<file path="src/rtl/pc_fetch_unit.sv">
// Program-counter register and instruction-fetch sequencer.
// Issues req/ack fetches at CurrentPC and holds the captured word for decode; misalignment and timeouts raise a sticky fault.
module pc_fetch_unit #(
  parameter int TIMEOUT = 16,
  parameter int TCNT_W  = 5
) (
  input  logic        CLK,
  input  logic        Reset_L,
  input  logic [63:0] StartPC,
  input  logic [63:0] NextPC,
  input  logic        Advance,
  output logic        IMemReq,
  output logic [63:0] IMemAddr,
  input  logic        IMemAck,
  input  logic [31:0] IMemData,
  output logic [63:0] CurrentPC,
  output logic [31:0] Instruction,
  output logic        InstrValid,
  output logic        Fault,
  output logic [1:0]  FaultCode
);

  typedef enum logic [1:0] {
    S_IDLE  = 2'd0,
    S_FETCH = 2'd1,
    S_VALID = 2'd2,
    S_FAULT = 2'd3
  } state_t;

  localparam logic [1:0] FC_NONE     = 2'b00;
  localparam logic [1:0] FC_MISALIGN = 2'b01;
  localparam logic [1:0] FC_TIMEOUT  = 2'b10;

  localparam bit TIMEOUT_EN = (TIMEOUT != 0);
  // Counter value seen in the last ackless FETCH cycle before giving up.
  localparam logic [TCNT_W-1:0] TCNT_LAST = TCNT_W'((TIMEOUT > 0) ? (TIMEOUT - 1) : 0);

  state_t              state_reg, state_next;
  logic [63:0]         pc_reg, pc_next;
  logic [31:0]         instr_reg, instr_next;
  logic                valid_reg, valid_next;
  logic                req_reg, req_next;
  logic                fault_reg, fault_next;
  logic [1:0]          code_reg, code_next;
  logic [TCNT_W-1:0]   tcnt_reg, tcnt_next;

  always_ff @(posedge CLK) begin
    if (!Reset_L) begin
      state_reg <= S_IDLE;
      pc_reg    <= StartPC;
      instr_reg <= '0;
      valid_reg <= 1'b0;
      req_reg   <= 1'b0;
      fault_reg <= 1'b0;
      code_reg  <= FC_NONE;
      tcnt_reg  <= '0;
    end else begin
      state_reg <= state_next;
      pc_reg    <= pc_next;
      instr_reg <= instr_next;
      valid_reg <= valid_next;
      req_reg   <= req_next;
      fault_reg <= fault_next;
      code_reg  <= code_next;
      tcnt_reg  <= tcnt_next;
    end
  end

  always_comb begin
    state_next = state_reg;
    pc_next    = pc_reg;
    instr_next = instr_reg;
    valid_next = valid_reg;
    req_next   = req_reg;
    fault_next = fault_reg;
    code_next  = code_reg;
    tcnt_next  = tcnt_reg;

    case (state_reg)
      S_IDLE: begin
        if (pc_reg[1:0] != 2'b00) begin
          state_next = S_FAULT;
          fault_next = 1'b1;
          code_next  = FC_MISALIGN;
        end else begin
          state_next = S_FETCH;
          req_next   = 1'b1;
          tcnt_next  = '0;
        end
      end

      S_FETCH: begin
        // An ack on the final allowed cycle still completes the fetch.
        if (IMemAck) begin
          state_next = S_VALID;
          instr_next = IMemData;
          valid_next = 1'b1;
          req_next   = 1'b0;
        end else if (TIMEOUT_EN && (tcnt_reg == TCNT_LAST)) begin
          state_next = S_FAULT;
          fault_next = 1'b1;
          code_next  = FC_TIMEOUT;
          req_next   = 1'b0;
        end else begin
          tcnt_next = tcnt_reg + TCNT_W'(1);
        end
      end

      S_VALID: begin
        if (Advance) begin
          // The bad target is still loaded so it is visible for debug.
          pc_next    = NextPC;
          valid_next = 1'b0;
          if (NextPC[1:0] != 2'b00) begin
            state_next = S_FAULT;
            fault_next = 1'b1;
            code_next  = FC_MISALIGN;
          end else begin
            state_next = S_FETCH;
            req_next   = 1'b1;
            tcnt_next  = '0;
          end
        end
      end

      S_FAULT: begin
        req_next   = 1'b0;
        valid_next = 1'b0;
      end

      default: begin
        state_next = S_FAULT;
        req_next   = 1'b0;
        valid_next = 1'b0;
      end
    endcase
  end

  assign IMemReq     = req_reg;
  assign IMemAddr    = pc_reg;
  assign CurrentPC   = pc_reg;
  assign Instruction = instr_reg;
  assign InstrValid  = valid_reg;
  assign Fault       = fault_reg;
  assign FaultCode   = code_reg;

endmodule

</file>
<file path="config.mk">
export PLATFORM = sky130hd
export DESIGN_NAME = pc_fetch_unit
export DESIGN_NICKNAME = d
export VERILOG_FILES = /design/src/rtl/pc_fetch_unit.sv
export SDC_FILE = /design/constraint.sdc
export NUM_CORES = 1
export LEC_CHECK = 0
export CORE_MARGIN = 8
export CORE_UTILIZATION = 36
export DETAILED_ROUTE_END_ITERATION = 10
export PLACE_DENSITY = 0.77
export SLEW_MARGIN = 20
export SYNTH_ARGS = -nofsm -noshare
export SYNTH_HDL_FRONTEND = slang
export SYNTH_SLANG_ARGS = --single-unit
</file>
<file path="constraint.sdc">
create_clock -name CLK -period 3.1 [get_ports CLK]
set_input_delay 0.31 -clock CLK [delete_from_list [all_inputs] [get_ports CLK]]
set_output_delay 0.31 -clock CLK [all_outputs]
set_load 0.02 [all_outputs]
</file>
==> results of run 1 <==
[per-stage QoR]
stage | setup slack [ns] | std cells | utilization [%] | hold WS (ns) | power [mW]
3_5_place_dp | 0.7154 | 861 | 58.46 | 0.4453 | 3.687
4_1_cts | 0.7734 | 877 | 60.68 | 0.4556 | 4.866
5_1_grt | 0.6190 | 879 | 60.71 | 0.4858 | 5.029
6_report | 0.7534 | 879 | 60.71 | 0.4533 | 4.818
2_1_floorplan | 0.2931 | 431 | - | 0.4460 | 2.874
3_3_place_gp | 0.7737 | 861 | 58.46 | 0.4421 | 3.637
[cell usage after synthesis, drive strengths merged]
library cell   n
nand4          1
nor4           1
nand3b         2
ha             7
nand2b         1
o21a           2
nor2          10
mux2i          1
clkinv         1
edfxtp        64
a31o           2
o41ai          1
buf           64
o31ai          1
a21oi         39
a31oi          4
nor3b          1
clkbuf        20
nand2         69
a22oi          1
nor3           4
nand3          4
or4            5
dfxtp         44
o21ai          7
and2           1
nor2b          1
inv            7
mux2          64
and3           1
nor4b          1
[cell type report]
type	instances	share of cell area, %
diodes	2	0.06032
clock buffers	10	2.880
clock inverters	6	0.7691
inverters	8	0.3619
multi-input cells	231	19.08
flip-flops and latches	108	33.78
well taps	180	2.715
repair buffers	334	40.36
[worst register-to-register path, stage by stage, from the launching register on]
cell and delay, ns:
dfxtp_1 0.39, inv_1 0.11, ha_1 0.29, nor2b_4 0.18, or4_1 0.62, or4_1 0.52, a31oi_1 0.17
[cell families (layout without fill, tap and decap cells)]
family	Yosys count	after routing	synth area share, %
other cells	0	2	0
buf+inv	92	358	11.81
fa+ha+maj	7	7	1.762
simple gates	102	102	9.064
compound gates	57	57	6.269
mux	65	65	14.70
flops	108	108	56.39
[power by group]
| part | switching (mW) | internal (mW) | leakage, nW |
|---|---|---|---|
| clock network | 0.522 | 0.648 | 0.146 |
| registers | 0.128 | 1.75 | 0.989 |
| logic | 0.905 | 0.863 | 1.82 |
| total | 1.55 | 3.26 | 2.95 |
[cell usage in the layout (no fill, tap or decap), types with 9 or more instances in the layout]
cell type	netlist	layout
a21oi_1	39	39
mux2_2	64	64
clkbuf_16	0	9
dfxtp_1	44	44
clkdlybuf4s50_1	0	327
edfxtp_1	64	64
nand2_1	69	68
nor2_1	10	10
[routing by layer]
metal	GRT usage, %	up-vias	part of all wire (%)
met2	35.44	186	54
met1	19.28	1954	36
li1	-	1967	-
met4	6.800	0	1.5
met3	6.137	15	8.4
met5	0	-	0
[worst max-delay path by stage]
stage | from | end | slack [ns] | cells past startpoint
global route | state_reg[0]$_SDFFE_PN0P_ | tcnt_reg[2]$_SDFFE_PN0P_ | 0.62 | 6
floorplan | Reset_L | CurrentPC[0]$_DFFE_PP_ | 0.29 | 3
global placement | NextPC[1] | tcnt_reg[3]$_SDFFE_PN0P_ | 0.77 | 5
finish | state_reg[0]$_SDFFE_PN0P_ | tcnt_reg[2]$_SDFFE_PN0P_ | 0.75 | 6
CTS | state_reg[0]$_SDFFE_PN0P_ | tcnt_reg[3]$_SDFFE_PN0P_ | 0.77 | 6
detailed placement | NextPC[1] | tcnt_reg[3]$_SDFFE_PN0P_ | 0.72 | 5
==> implementation parameters, run 1 <==
Parameter                              Value

Power and ir drop
  Leakage dissipation    2.954 nW
  IR Drop Worst-Case VDD    0.2928 mV
  Total power per unit cell area    580.7 nW/um2

Floorplanning
  Width of the die    133.5 um
  Height of the die    133.5 um
  Num rows    43
  CORE AREA    13670 um2
  Die area    17820 um2
  IO Pins    329
  Starting Density    36.37%

Logic synthesis
  Part of the Yosys area used for sequential elements    56.39%
  Number of nets produced by synthesis    602
  Area share of the largest cell type after synthesis    38.67%
  Synth warn    0
  Largest area contributor in the netlist    edfxtp_1
  Distinct cell type count of the synthesized netlist    32
  Gate count of the mapped netlist    431
  Post-synthesis cell area    4970 um2
  Top area cells in the synthesized netlist    edfxtp_1 39%, dfxtp_1 18%, mux2_2 15%, buf_4 9.7%, nand2_1 5.2%
  FF+latch count, synth    108
  Synthesized area per cell    11.53 um2

Setup path
  Worst reg2reg endpoint    tcnt_reg[2]$_SDFFE_PN0P_
  Cell occurring most often along the worst timing path    or4_1
  Required time at the worst-slack endpoint    3.37 ns
  Critical-path top delay cell    or4_1
  Critical Path End Type    register
  Arrival time at the worst endpoint    2.62 ns
  Crit Reg-Reg Startpoint    state_reg[0]$_SDFFE_PN0P_
  Number of buffers and inverters on the critical path    1
  Critical path startpoint category    register
  Dominant delay contributor by cell family on the critical path    simple AND/OR/NAND/NOR gates
  Setup Crit Path Kind    reg2reg
  Cells along the critical path    inv_1 > ha_1 > nor2b_4 > or4_1 > or4_1 > a31oi_1
  Setup slack of the most critical reg-to-reg path    0.75 ns
  Reg2Reg Depth    6
  CP max stage delay    0.62 ns
  Largest fanout on the critical path    8

Timing
  Final-report hold violation count    0
  Worst Tran Pin Value    1.040 ns
  Slew Viols, Final    0
  Final period utilization    75.70%
  Max transition margin    30.47%
  Clk_skew    0.007956 ns
  Fmax achieved    0.4261 GHz
  Clock period minus final worst setup slack    2.347 ns
  Summed negative setup slack over all endpoints    0 ns
  Setup violation total in the final timing report    0
  Unrepaired setup endpoints after global routing    false

Route
  Via count    4122
  Remaining number of nets flagged by the antenna check after routing    0
  Wire per inst    20.12 um
  Drt drc    0
  Total wirelength of the detailed-routed design    17680 um
  First-pass iteration count of the detailed router    4
  Via/cell ratio    4.689
  Violation count after the first detailed-route iteration    184

Clocking
  Clk root buf    clkbuf_16
  Maximum clock path buffer count    2
  H-Tree Level Count    3
  Number of hold buffers added after CTS    0
  Clock slew at the register clock pins of the worst setup and hold paths    0.07 ns
  Clock buffer count from CTS    9
  CTS tree    yes
  Clock latency reported for the late side of the worst-skew pair    0.35 ns
  Number of cells upsized or downsized after cts    0
  Number of clock sinks    108
  Post-CTS setup-driven buffer insertion count    0

Finish
  Area taken by multi-input logic gates    1583 um2
  Fraction of final layout cells with drive strength greater than 1    12.91%
  Signed area change from the synthesized netlist to the final layout    66.94%
  Layout filler cell count    1128
  Total number of nets in the final design    863
  Register area    2803 um2
  Final Cell Area    8297 um2
  Flip-flop count of the largest register, all copies and words added    64

Placed design
  Number of buffers added on ports    328
  Placer congestion estimate    0.8311
  DPL Wire Length    14530 um
  Area of placed instances    7989 um2

Global routing
  Initial antenna violation count    2
  Number of global-route vias before repair    4328
  Grt total ovfl    0
  Global-route wire length before repair    26170 um
  Pin count of the biggest net entering global routing    51
  Overall routing resource usage    18.99%

Hold path
  Hold-critical path depth    2
  Hold/Removal Path Class    reg2reg
  Hold Path Sink    Instruction[14]$_SDFFE_PN0P_
  Hold_sp    Instruction[14]$_SDFFE_PN0P_

Outcome
  Outcome    completed

Flow run
  Max cap viols    0
Note: power is estimated with default switching activity, not from simulation.
==> inputs of run 2 (changes only) <==
--- a/config.mk
+++ b/config.mk
@@ -6,9 +6,9 @@
 export NUM_CORES = 1
 export LEC_CHECK = 0
 export CORE_MARGIN = 8
-export CORE_UTILIZATION = 36
+export CORE_UTILIZATION = 33
 export DETAILED_ROUTE_END_ITERATION = 10
-export PLACE_DENSITY = 0.77
+export PLACE_DENSITY = 0.74
 export SLEW_MARGIN = 20
 export SYNTH_ARGS = -nofsm -noshare
 export SYNTH_HDL_FRONTEND = slang
==> constraint.sdc (replaced) <==
create_clock -name CLK -period 1.9 [get_ports CLK]
set_input_delay 0.19 -clock CLK [delete_from_list [all_inputs] [get_ports CLK]]
set_output_delay 0.19 -clock CLK [all_outputs]
set_load 0.02 [all_outputs]
==> run 2 against run 1 <==
Power increased by 72%. Maximum frequency is 24% higher. Largest power group is now combinational cells. Setup slack got worse by 0.75 ns. Clock power increased by 81%. Critical path type unchanged. Routed wire length shrank 3.3%.
==> implementation parameters, run 2 (same netlist as run 1, synthesis figures left out) <==
Parameter                              Value

Outcome
  Outcome    completed

Setup path
  Critical path startpoint category    register
  Arrival time at the worst endpoint    2.17 ns
  Largest fanout on the critical path    7
  Worst reg2reg endpoint    tcnt_reg[3]$_SDFFE_PN0P_
  Crit Reg-Reg Startpoint    state_reg[0]$_SDFFE_PN0P_
  Reg2Reg Depth    6
  Critical Path End Type    register
  Setup Crit Path Kind    reg2reg
  Required time at the worst-slack endpoint    2.17 ns
  Setup slack of the most critical reg-to-reg path    0.0007 ns

Floorplanning
  IO Pins    329
  Starting Density    33.18%
  Width of the die    138.7 um
  CORE AREA    14980 um2
  Num rows    45
  Height of the die    138.7 um
  Die area    19240 um2

Placed design
  Placer congestion estimate    0.8356
  DPL Wire Length    14180 um
  Number of buffers added on ports    328
  Pre-CTS setup slack    -0.2089 ns

Clocking
  Number of hold buffers added after CTS    0
  Clock latency reported for the late side of the worst-skew pair    0.34 ns
  Clock slew at the register clock pins of the worst setup and hold paths    0.07 ns
  Number of clock sinks    108
  Clock buffer count from CTS    9
  Post-CTS setup-driven buffer insertion count    0
  Clk root buf    clkbuf_16
  H-Tree Level Count    3
  Maximum clock path buffer count    2
  CTS tree    yes

Timing
  Worst Tran Pin Value    0.4917 ns
  Clk_skew    0.004614 ns
  Clock period minus final worst setup slack    1.899 ns
  Final period utilization    99.96%
  Unrepaired setup endpoints after global routing    true
  Max transition margin    67.22%
  Final-report hold violation count    0
  Fin Hold WS    0.3909 ns
  Fmax achieved    0.5265 GHz
  Setup violation total in the final timing report    0
  Slew Viols, Final    0
  Min setup slack post-route    0.0007214 ns

Hold path
  Hold-critical path depth    3
  Hold_sp    IMemData[21]
  Hold/Removal Path Class    in2reg
  Hold Path Sink    Instruction[21]$_SDFFE_PN0P_

Global routing
  Overall routing resource usage    17.28%
  Global-route wire length before repair    26010 um
  Initial antenna violation count    0
  Pin count of the biggest net entering global routing    45
  Number of global-route vias before repair    4491
  Grt total ovfl    0

Finish
  Flip-flop count of the largest register, all copies and words added    64
  Area taken by multi-input logic gates    1614 um2
  Signed area change from the synthesized netlist to the final layout    71.83%
  Most frequent standard cell in the layout excluding fill and tap cells    clkdlybuf4s50_1
  Register area    2805 um2
  Fraction of final layout cells with drive strength greater than 1    16.60%
  Total number of nets in the final design    883
  Layout filler cell count    1227
  Diodes inserted    0
  Top library cells by usage in the layout, fill and taps aside    327 x clkdlybuf4s50_1, 68 x nand2_1, 64 x edfxtp_1, 64 x mux2_2, 42 x dfxtp_1

Route
  First-pass iteration count of the detailed router    4
  Wire per inst    18.88 um
  Via/cell ratio    4.583
  Drt drc    0
  Remaining number of nets flagged by the antenna check after routing    0
  Violation count after the first detailed-route iteration    183
  Total wirelength of the detailed-routed design    17090 um
  Via count    4148

Flow run
  Max cap viols    0

Power and ir drop
  Total power per unit cell area    969.0 nW/um2
  Leakage dissipation    3.073 nW
  IR Drop Worst-Case VDD    0.4642 mV
run 2: cell type report:
type	instances	share of cell area (%)
timing repair buffer	354	41.16
clock inverter	7	1.348
inverter	8	0.3516
sequential	108	32.85
tap	188	2.755
multi-input combinational	231	18.90
clock buffer	9	2.637
run 2: stage by stage:
stage / power (mW) / utilization (%) / TNS, ns / cells / area [um2]
floorplan: 4.707 / - / 0 / 431 / 4991
global placement: 6.137 / 54.62 / -0.4618 / 889 / 8180
detailed placement: 6.203 / 54.62 / -0.5640 / 889 / 8180
CTS: 8.357 / 56.93 / -0.001673 / 905 / 8526
global route: 8.667 / 57.02 / -0.1269 / 905 / 8539
finish: 8.274 / 57.02 / 0 / 905 / 8539
run 2: worst max-delay path by stage:
stage,slack [ns],cells past startpoint,start,to
2_1_floorplan,0.0005,7,state_reg[0]$_SDFFE_PN0P_,tcnt_reg[3]$_SDFFE_PN0P_
3_3_place_gp,-0.16,5,NextPC[1],tcnt_reg[3]$_SDFFE_PN0P_
3_5_place_dp,-0.21,5,NextPC[1],tcnt_reg[3]$_SDFFE_PN0P_
4_1_cts,-0.002,7,tcnt_reg[0]$_SDFFE_PN0P_,tcnt_reg[3]$_SDFFE_PN0P_
5_1_grt,-0.09,6,state_reg[0]$_SDFFE_PN0P_,tcnt_reg[3]$_SDFFE_PN0P_
6_report,0.0007,6,state_reg[0]$_SDFFE_PN0P_,tcnt_reg[3]$_SDFFE_PN0P_
run 2: report_power, final:
part           internal (mW)  switching, mW  leakage (nW)
Sequential              2.86          0.193         0.990
Clock                   1.28          0.836         0.163
Combinational           1.59           1.51          1.92
Total                   5.74           2.53          3.07
run 2: layer usage:
layer | wire (um) | vias up | track usage (%)
met5 | 0 | - | 0
li1 | - | 2008 | -
met1 | 6351 | 1936 | 17.66
met4 | 291 | 0 | 5.546
met2 | 9145 | 185 | 32.22
met3 | 1301 | 19 | 6.093
run 2: what timing repair did:
item                       4_1_cts  5_1_grt
setup endpoints to repair        3        9
cloned                           0        0
gates resized for setup          2        6
pin swaps                        0        1
run 2: critical path: stages (launching register included):
cell     delay (ns)
dfxtp_2        0.35
inv_2          0.06
ha_4           0.16
nor2b_4        0.12
or4_4          0.54
or4_1          0.42
a31oi_1        0.17
